--- config.mk ---
export PLATFORM = sky130hd
export DESIGN_NAME = conv_host_sequencer_flat
export DESIGN_NICKNAME = d
export VERILOG_FILES = /design/src/rtl/conv_pkg.sv /design/src/rtl/conv_host_sequencer_if.sv /design/src/rtl/conv_seq_watchdog.sv /design/src/rtl/conv_host_sequencer.sv /design/src/flat_wrapper.sv
export SDC_FILE = /design/constraint.sdc
export NUM_CORES = 1
export LEC_CHECK = 0
export ABC_AREA = 1
export BUFFER_PORTS_ARGS = -buffer_cell sky130_fd_sc_hd__buf_2
export CORE_MARGIN = 2
export CORE_UTILIZATION = 57
export DETAILED_ROUTE_END_ITERATION = 8
export PLACE_DENSITY = 0.9
export SLEW_MARGIN = 20
export SYNTH_ARGS = -nofsm -noshare
export SYNTH_HDL_FRONTEND = slang
export SYNTH_SLANG_ARGS = --single-unit
--- constraint.sdc ---
create_clock -name clk -period 3.2 [get_ports clk]
set_input_delay 0.64 -clock clk [delete_from_list [all_inputs] [get_ports clk]]
set_output_delay 0.64 -clock clk [all_outputs]
set_load 0.05 [all_outputs]
--- src/rtl/conv_pkg.sv ---
// Shared types and widths for the convolution host sequencer.
package conv_pkg;

  localparam int DATA_W = 8;
  localparam int ADDR_W = 5;
  localparam int Z_W    = 16;

  typedef enum logic [2:0] {
    ST_IDLE      = 3'd0,
    ST_LOAD_X    = 3'd1,
    ST_LOAD_Y    = 3'd2,
    ST_START     = 3'd3,
    ST_WAIT_DONE = 3'd4,
    ST_RD_ADDR   = 3'd5,
    ST_RD_DATA   = 3'd6,
    ST_STREAM    = 3'd7
  } conv_seq_state_t;

  // Full convolution length; one extra bit so 31+31-1 cannot wrap.
  function automatic logic [ADDR_W:0] z_len(input logic [ADDR_W-1:0] size_x,
                                             input logic [ADDR_W-1:0] size_y);
    return {1'b0, size_x} + {1'b0, size_y} - {{ADDR_W{1'b0}}, 1'b1};
  endfunction

endpackage

--- src/rtl/conv_host_sequencer_if.sv ---
// Bus bundle between the host sequencer and its front end / convolution core.
interface conv_host_sequencer_if;
  import conv_pkg::*;

  logic              cfg_valid_i;
  logic              cfg_ready_o;
  logic [ADDR_W-1:0] cfg_size_x_i;
  logic [ADDR_W-1:0] cfg_size_y_i;
  logic              s_valid_i;
  logic              s_ready_o;
  logic [DATA_W-1:0] s_data_i;
  logic              mem_x_we_o;
  logic              mem_y_we_o;
  logic [ADDR_W-1:0] mem_addr_o;
  logic [DATA_W-1:0] mem_data_o;
  logic              cp_start_o;
  logic [ADDR_W-1:0] cp_size_x_o;
  logic [ADDR_W-1:0] cp_size_y_o;
  logic              cp_busy_i;
  logic              cp_done_i;
  logic [ADDR_W:0]   z_addr_o;
  logic [Z_W-1:0]    z_data_i;
  logic              m_valid_o;
  logic              m_ready_i;
  logic [Z_W-1:0]    m_data_o;
  logic              m_last_o;
  logic              busy_o;
  logic              err_o;

  // master is the sequencer itself; slave is the surrounding system
  modport master (
    input  cfg_valid_i, cfg_size_x_i, cfg_size_y_i, s_valid_i, s_data_i,
           cp_busy_i, cp_done_i, z_data_i, m_ready_i,
    output cfg_ready_o, s_ready_o, mem_x_we_o, mem_y_we_o, mem_addr_o, mem_data_o,
           cp_start_o, cp_size_x_o, cp_size_y_o, z_addr_o, m_valid_o, m_data_o,
           m_last_o, busy_o, err_o
  );

  modport slave (
    output cfg_valid_i, cfg_size_x_i, cfg_size_y_i, s_valid_i, s_data_i,
           cp_busy_i, cp_done_i, z_data_i, m_ready_i,
    input  cfg_ready_o, s_ready_o, mem_x_we_o, mem_y_we_o, mem_addr_o, mem_data_o,
           cp_start_o, cp_size_x_o, cp_size_y_o, z_addr_o, m_valid_o, m_data_o,
           m_last_o, busy_o, err_o
  );

endinterface

--- src/rtl/conv_seq_watchdog.sv ---
// Cycle counter that flags when the core has been waited on for TIMEOUT cycles.
module conv_seq_watchdog #(
  parameter int TIMEOUT = 4096
) (
  input  logic clk,
  input  logic rstn,
  input  logic clear,
  input  logic enable,
  output logic timeout
);

  localparam int CNT_W = $clog2(TIMEOUT + 1);
  localparam logic [CNT_W-1:0] LAST = CNT_W'(TIMEOUT - 1);

  logic [CNT_W-1:0] cnt;

  always_ff @(posedge clk or negedge rstn) begin
    if (!rstn)
      cnt <= '0;
    else if (clear)
      cnt <= '0;
    else if (enable)
      cnt <= cnt + CNT_W'(1);
  end

  // Fires during the TIMEOUT-th enabled cycle so the FSM leaves on that edge
  assign timeout = enable && (cnt == LAST);

endmodule

--- src/rtl/conv_host_sequencer.sv ---
// Host-side initiator: loads X/Y into the core, runs it, then streams Z out.
module conv_host_sequencer
  import conv_pkg::*;
#(
  parameter int TIMEOUT = 4096
) (
  input  logic                 clk,
  input  logic                 rstn,
  conv_host_sequencer_if.master bus
);

  localparam logic [ADDR_W:0] IDX_ONE = {{ADDR_W{1'b0}}, 1'b1};

  conv_seq_state_t   state, state_nx;
  logic [ADDR_W:0]   idx, idx_nx;
  logic [ADDR_W-1:0] size_x, size_y;
  logic [ADDR_W:0]   z_len_q;
  logic              cfg_ready_q, cp_start_q, busy_q, err_q;
  logic              m_valid_q, m_last_q;
  logic [Z_W-1:0]    m_data_q;
  logic              cfg_hs, size_zero, s_ready, s_hs, m_hs;
  logic              x_last, y_last, done_hit, wd_timeout;

  assign cfg_hs    = (state == ST_IDLE) && bus.cfg_valid_i && cfg_ready_q;
  assign size_zero = (bus.cfg_size_x_i == '0) || (bus.cfg_size_y_i == '0);
  assign s_ready   = (state == ST_LOAD_X) || (state == ST_LOAD_Y);
  assign s_hs      = s_ready && bus.s_valid_i;
  assign m_hs      = (state == ST_STREAM) && m_valid_q && bus.m_ready_i;
  assign x_last    = (idx == ({1'b0, size_x} - IDX_ONE));
  assign y_last    = (idx == ({1'b0, size_y} - IDX_ONE));
  assign done_hit  = (state == ST_WAIT_DONE) && bus.cp_done_i;

  conv_seq_watchdog #(.TIMEOUT(TIMEOUT)) u_watchdog (
    .clk     (clk),
    .rstn    (rstn),
    .clear   (state != ST_WAIT_DONE),
    .enable  (state == ST_WAIT_DONE),
    .timeout (wd_timeout)
  );

  always_comb begin
    state_nx = state;
    idx_nx   = idx;
    case (state)
      ST_IDLE: begin
        if (cfg_hs && !size_zero) begin
          state_nx = ST_LOAD_X;
          idx_nx   = '0;
        end
      end
      ST_LOAD_X: begin
        if (s_hs) begin
          if (x_last) begin
            state_nx = ST_LOAD_Y;
            idx_nx   = '0;
          end else begin
            idx_nx = idx + IDX_ONE;
          end
        end
      end
      ST_LOAD_Y: begin
        if (s_hs) begin
          if (y_last) begin
            state_nx = ST_START;
            idx_nx   = '0;
          end else begin
            idx_nx = idx + IDX_ONE;
          end
        end
      end
      ST_START: state_nx = ST_WAIT_DONE;
      ST_WAIT_DONE: begin
        // A done pulse wins over a timeout landing on the same cycle
        if (bus.cp_done_i) begin
          state_nx = ST_RD_ADDR;
          idx_nx   = '0;
        end else if (wd_timeout) begin
          state_nx = ST_IDLE;
        end
      end
      ST_RD_ADDR: state_nx = ST_RD_DATA;
      ST_RD_DATA: state_nx = ST_STREAM;
      ST_STREAM: begin
        if (m_hs) begin
          if (m_last_q) begin
            state_nx = ST_IDLE;
          end else begin
            state_nx = ST_RD_ADDR;
            idx_nx   = idx + IDX_ONE;
          end
        end
      end
      default: state_nx = ST_IDLE;
    endcase
  end

  always_ff @(posedge clk or negedge rstn) begin
    if (!rstn) begin
      state   <= ST_IDLE;
      idx     <= '0;
      size_x  <= '0;
      size_y  <= '0;
      z_len_q <= '0;
    end else begin
      state <= state_nx;
      idx   <= idx_nx;
      if (cfg_hs && !size_zero) begin
        size_x <= bus.cfg_size_x_i;
        size_y <= bus.cfg_size_y_i;
      end
      if (done_hit)
        z_len_q <= z_len(size_x, size_y);
    end
  end

  // Status outputs are registered from the next state so they line up with it
  always_ff @(posedge clk or negedge rstn) begin
    if (!rstn) begin
      cfg_ready_q <= 1'b0;
      cp_start_q  <= 1'b0;
      busy_q      <= 1'b0;
      err_q       <= 1'b0;
      m_valid_q   <= 1'b0;
      m_last_q    <= 1'b0;
      m_data_q    <= '0;
    end else begin
      cfg_ready_q <= (state_nx == ST_IDLE);
      cp_start_q  <= (state_nx == ST_START) || (state_nx == ST_WAIT_DONE);
      busy_q      <= (state_nx != ST_IDLE);
      err_q       <= (cfg_hs && size_zero) ||
                     ((state == ST_WAIT_DONE) && !bus.cp_done_i && wd_timeout);
      if (state == ST_RD_DATA) begin
        m_valid_q <= 1'b1;
        m_data_q  <= bus.z_data_i;
        m_last_q  <= (idx == (z_len_q - IDX_ONE));
      end else if (m_hs) begin
        m_valid_q <= 1'b0;
        m_last_q  <= 1'b0;
      end
    end
  end

  assign bus.cfg_ready_o = cfg_ready_q;
  assign bus.s_ready_o   = s_ready;
  assign bus.mem_x_we_o  = s_hs && (state == ST_LOAD_X);
  assign bus.mem_y_we_o  = s_hs && (state == ST_LOAD_Y);
  assign bus.mem_addr_o  = idx[ADDR_W-1:0];
  assign bus.mem_data_o  = bus.s_data_i;
  assign bus.cp_start_o  = cp_start_q;
  assign bus.cp_size_x_o = size_x;
  assign bus.cp_size_y_o = size_y;
  assign bus.z_addr_o    = idx;
  assign bus.m_valid_o   = m_valid_q;
  assign bus.m_data_o    = m_data_q;
  assign bus.m_last_o    = m_last_q;
  assign bus.busy_o      = busy_q;
  assign bus.err_o       = err_q;

endmodule

--- src/flat_wrapper.sv ---
// flat-port wrapper written by rule: the top's interface ports become plain ports
module conv_host_sequencer_flat import conv_pkg::*;
#(
  parameter int TIMEOUT = 4096
)
  (clk, rstn, bus_cfg_valid_i, bus_cfg_size_x_i, bus_cfg_size_y_i, bus_s_valid_i, bus_s_data_i, bus_cp_busy_i, bus_cp_done_i, bus_z_data_i, bus_m_ready_i, bus_cfg_ready_o, bus_s_ready_o, bus_mem_x_we_o, bus_mem_y_we_o, bus_mem_addr_o, bus_mem_data_o, bus_cp_start_o, bus_cp_size_x_o, bus_cp_size_y_o, bus_z_addr_o, bus_m_valid_o, bus_m_data_o, bus_m_last_o, bus_busy_o, bus_err_o);
  conv_host_sequencer_if bus_i ();
  input  logic clk;
  input  logic rstn;
  input wire logic [$bits(bus_i.cfg_valid_i)-1:0] bus_cfg_valid_i;
  input wire logic [$bits(bus_i.cfg_size_x_i)-1:0] bus_cfg_size_x_i;
  input wire logic [$bits(bus_i.cfg_size_y_i)-1:0] bus_cfg_size_y_i;
  input wire logic [$bits(bus_i.s_valid_i)-1:0] bus_s_valid_i;
  input wire logic [$bits(bus_i.s_data_i)-1:0] bus_s_data_i;
  input wire logic [$bits(bus_i.cp_busy_i)-1:0] bus_cp_busy_i;
  input wire logic [$bits(bus_i.cp_done_i)-1:0] bus_cp_done_i;
  input wire logic [$bits(bus_i.z_data_i)-1:0] bus_z_data_i;
  input wire logic [$bits(bus_i.m_ready_i)-1:0] bus_m_ready_i;
  output wire logic [$bits(bus_i.cfg_ready_o)-1:0] bus_cfg_ready_o;
  output wire logic [$bits(bus_i.s_ready_o)-1:0] bus_s_ready_o;
  output wire logic [$bits(bus_i.mem_x_we_o)-1:0] bus_mem_x_we_o;
  output wire logic [$bits(bus_i.mem_y_we_o)-1:0] bus_mem_y_we_o;
  output wire logic [$bits(bus_i.mem_addr_o)-1:0] bus_mem_addr_o;
  output wire logic [$bits(bus_i.mem_data_o)-1:0] bus_mem_data_o;
  output wire logic [$bits(bus_i.cp_start_o)-1:0] bus_cp_start_o;
  output wire logic [$bits(bus_i.cp_size_x_o)-1:0] bus_cp_size_x_o;
  output wire logic [$bits(bus_i.cp_size_y_o)-1:0] bus_cp_size_y_o;
  output wire logic [$bits(bus_i.z_addr_o)-1:0] bus_z_addr_o;
  output wire logic [$bits(bus_i.m_valid_o)-1:0] bus_m_valid_o;
  output wire logic [$bits(bus_i.m_data_o)-1:0] bus_m_data_o;
  output wire logic [$bits(bus_i.m_last_o)-1:0] bus_m_last_o;
  output wire logic [$bits(bus_i.busy_o)-1:0] bus_busy_o;
  output wire logic [$bits(bus_i.err_o)-1:0] bus_err_o;
  assign bus_i.cfg_valid_i = bus_cfg_valid_i;
  assign bus_i.cfg_size_x_i = bus_cfg_size_x_i;
  assign bus_i.cfg_size_y_i = bus_cfg_size_y_i;
  assign bus_i.s_valid_i = bus_s_valid_i;
  assign bus_i.s_data_i = bus_s_data_i;
  assign bus_i.cp_busy_i = bus_cp_busy_i;
  assign bus_i.cp_done_i = bus_cp_done_i;
  assign bus_i.z_data_i = bus_z_data_i;
  assign bus_i.m_ready_i = bus_m_ready_i;
  assign bus_cfg_ready_o = bus_i.cfg_ready_o;
  assign bus_s_ready_o = bus_i.s_ready_o;
  assign bus_mem_x_we_o = bus_i.mem_x_we_o;
  assign bus_mem_y_we_o = bus_i.mem_y_we_o;
  assign bus_mem_addr_o = bus_i.mem_addr_o;
  assign bus_mem_data_o = bus_i.mem_data_o;
  assign bus_cp_start_o = bus_i.cp_start_o;
  assign bus_cp_size_x_o = bus_i.cp_size_x_o;
  assign bus_cp_size_y_o = bus_i.cp_size_y_o;
  assign bus_z_addr_o = bus_i.z_addr_o;
  assign bus_m_valid_o = bus_i.m_valid_o;
  assign bus_m_data_o = bus_i.m_data_o;
  assign bus_m_last_o = bus_i.m_last_o;
  assign bus_busy_o = bus_i.busy_o;
  assign bus_err_o = bus_i.err_o;
  conv_host_sequencer #(.TIMEOUT(TIMEOUT)) u_core (.clk(clk), .rstn(rstn), .bus(bus_i));
endmodule
==> impl_metrics.json <==
{
  "cts_made_buffers": 9,
  "final_cell_mix": "nand2_1, buf_2, dfrtp_1",
  "crit_arrival_ns": 1.69,
  "avgSynthCellArea_um2": 7.73,
  "clk_path_buf_depth": 2,
  "ios": 95,
  "fp.dieH_um": 83.0,
  "synth.distinct_cells": 36,
  "wire_per_inst_um": 13.2,
  "postLayoutCoreUtil_pct": 68.7,
  "critical-path-top-delay-family": "flip-flops",
  "cts_tree": "built",
  "p_seq_share_pct": 28.4,
  "setup_viol": 0,
  "cp-end-kind": "output pin",
  "clk_pin_slew_ns": 0.07,
  "die_w_um": 83.0,
  "async_reset_ff_share_pct": 100,
  "worst-path-max-fanout": 8,
  "path_class": "flop to output pin",
  "switching_share_pct": 52.3,
  "syn-cell-area_um2": 3550,
  "postCtsHoldBufs": 0,
  "status": "completed",
  "syn-num-nets": 516,
  "grt_pass1_wl_um": 13700,
  "ir_drop_uv": 621,
  "clkSinkCount": 60,
  "postCtsSetupBuffers": 0,
  "path_cells": "nor4_1 -> buf_2",
  "cap_violations": 0,
  "cellLeakagePower_nw": 2.22,
  "vias": 3206,
  "hold_viol_final": 0,
  "fin_area_um2": 4110,
  "postRouteWirelength_um": 8010,
  "critPathRequiredTime_ns": 2.56,
  "final_layout_size_suffix_gt1_share_pct": 22.3,
  "diodes": 0,
  "synthTopCellsByArea": "dfrtp_1, nand2_1, inv_1",
  "ys.flop_type": "dfrtp_1",
  "grt_max_degree": 33,
  "pwr-share-clk_pct": 15.9,
  "setup_tns_ns": 0,
  "power.density_nw_per_um2": 1050,
  "grt_usage_pct": 24.4,
  "p_switching_mw": 2.25,
  "die-area_um2": 6880,
  "critical-path-max-stage-delay_ns": 0.53,
  "ant_nets": 0,
  "maxSlewHeadroom_pct": 47.4,
  "first_pass_iters": 5,
  "area_delta_synth_final_pct": 15.7,
  "final_common_cell": "nand2_1",
  "ys_seq_area_share_pct": 42.2,
  "grt_setup_unrepaired": "no",
  "drtIter0Drc": 183,
  "grt_overflow": 0,
  "tightestPinTransition_ns": 0.785,
  "crit_buf_inv": 1,
  "worst_path_max_delay_cell": "dfrtp_1",
  "drc": 0,
  "ys.warnings.count": 0,
  "synth_enable_flop_cells": 0,
  "power_frac_comb_pct": 55.7,
  "finalClockSkew_ns": 0.0124,
  "hp-class": "primary input to async pin",
  "htreeDepth": 3,
  "placed_area_um2": 3920,
  "slew_violations": 0,
  "period_share_pct": 72.7,
  "clkLatencyLatePin_ns": 0.35,
  "rows": 28,
  "core_region_area_um2": 5990,
  "netlist_instances": 460,
  "ctsRootBufferMaster": "clkbuf_8",
  "final.min_clock_period_ns": 2.33,
  "nets": 584,
  "fmax_mhz": 430,
  "synth-seq-cells": 60,
  "p_int_mw": 2.05,
  "cp-start-kind": "flop",
  "cts_resized": 0,
  "globalplace.congestion": 0.910,
  "start_util_pct": 59.3,
  "io_buffer_count": 77,
  "grt_pass1_vias": 3139,
  "synth_top_area_cell": "dfrtp_1",
  "viasPerCell": 5.27,
  "antenna_found_initial": 0,
  "dp_hpwl_um": 6070,
  "synth_top_area_share_pct": 42.2,
  "p_total_mw": 4.31
}
-- layout make-up --
cell class              count  area [um^2]
inverters                  59          221
clock buffers               9          124
well taps                  75         93.8
multi-input cells         318         1690
repair buffers             80          408
fillers                   458         1880
flip-flops and latches     60         1500
clock inverters             7         75.1
-- path summary, 6_finish.rpt --
path                                                 from                        end  slack, ns  cells past startpoint
min in group clk                 u_core.u_watchdog.cnt[0]   u_core.u_watchdog.cnt[0]       0.47                      1
worst max-delay path                      u_core.state[2]             bus_mem_x_we_o       0.87                      2
worst max register to register  u_core.bus.cp_size_y_o[0]          u_core.z_len_q[5]       1.15                     11
max in group asynchronous                            rstn  u_core.bus.cp_size_x_o[0]       2.02                      2
worst min-delay path                                 rstn  u_core.bus.cp_size_y_o[4]       0.31                      1
worst min register to register   u_core.u_watchdog.cnt[0]   u_core.u_watchdog.cnt[0]       0.47                      1
-- synthesized netlist by cell type, types with 2 or more instances --
master    count
dfrtp_1      60
nor2_1       45
inv_1        55
a21oi_1      14
nand2_1     127
nor2_2        4
xor2_1       14
o21ai_2       5
o21ai_0      17
nand3_1      35
buf_4        13
ha_1         14
nor3_2        2
nor3_1        9
clkbuf_1      4
nand4_1       8
and2_1        2
xnor2_1       5
nor2_4        2
nand2_4       2
nand2_2       2
inv_2         4
buf_2         4
-- cells by family after synthesis --
group	Yosys count	share of synthesized area, %
XOR/XNOR	19	4.68
buffers and inverters	82	10.2
AND/OR/NAND/NOR	242	30.5
adder cells (fa/ha/maj)	15	5.49
AO/OA/AOI/OAI	42	6.90
flip-flops	60	42.2
-- power by group through the flow --
stage / sequential, mW / clock [mW] / combinational, mW
final: 1.22 / 0.683 / 2.40
after global routing: 1.26 / 0.721 / 2.65
after detailed placement: 1.23 / 0 / 2.39
after CTS: 1.22 / 0.691 / 2.41
after global placement: 1.21 / 0 / 2.31
after floorplan: 1.80 / 0 / 1.31
-- sequential cells by signal, indices dropped and copies added (netlist names), 3 cells and up --
signal	count
u_core.state	3
u_core.z_len_q	6
u_core.bus.m_data_o	16
u_core.bus.cp_size_y_o	5
u_core.bus.z_addr_o	6
u_core.bus.cp_size_x_o	5
u_core.u_watchdog.cnt	13
-- through the flow --
step	cells	worst slack, ns	hold WS [ns]
after floorplan	460	0.375	0.344
after global placement	592	1.07	0.450
after detailed placement	592	1.10	0.454
after CTS	608	0.878	0.340
after global routing	608	0.789	0.368
final	608	0.875	0.315
-- layer usage --
layer / vias to the layer above / GRT usage (%) / routed length, um
li1: 1584 / - / -
met1: 1477 / 30.5 / 3400
met2: 121 / 40.8 / 3820
met5: - / 0 / 0
met4: 0 / 10.7 / 222
met3: 24 / 5.07 / 565
No activity file was read; power rests on OpenSTA's default activity.
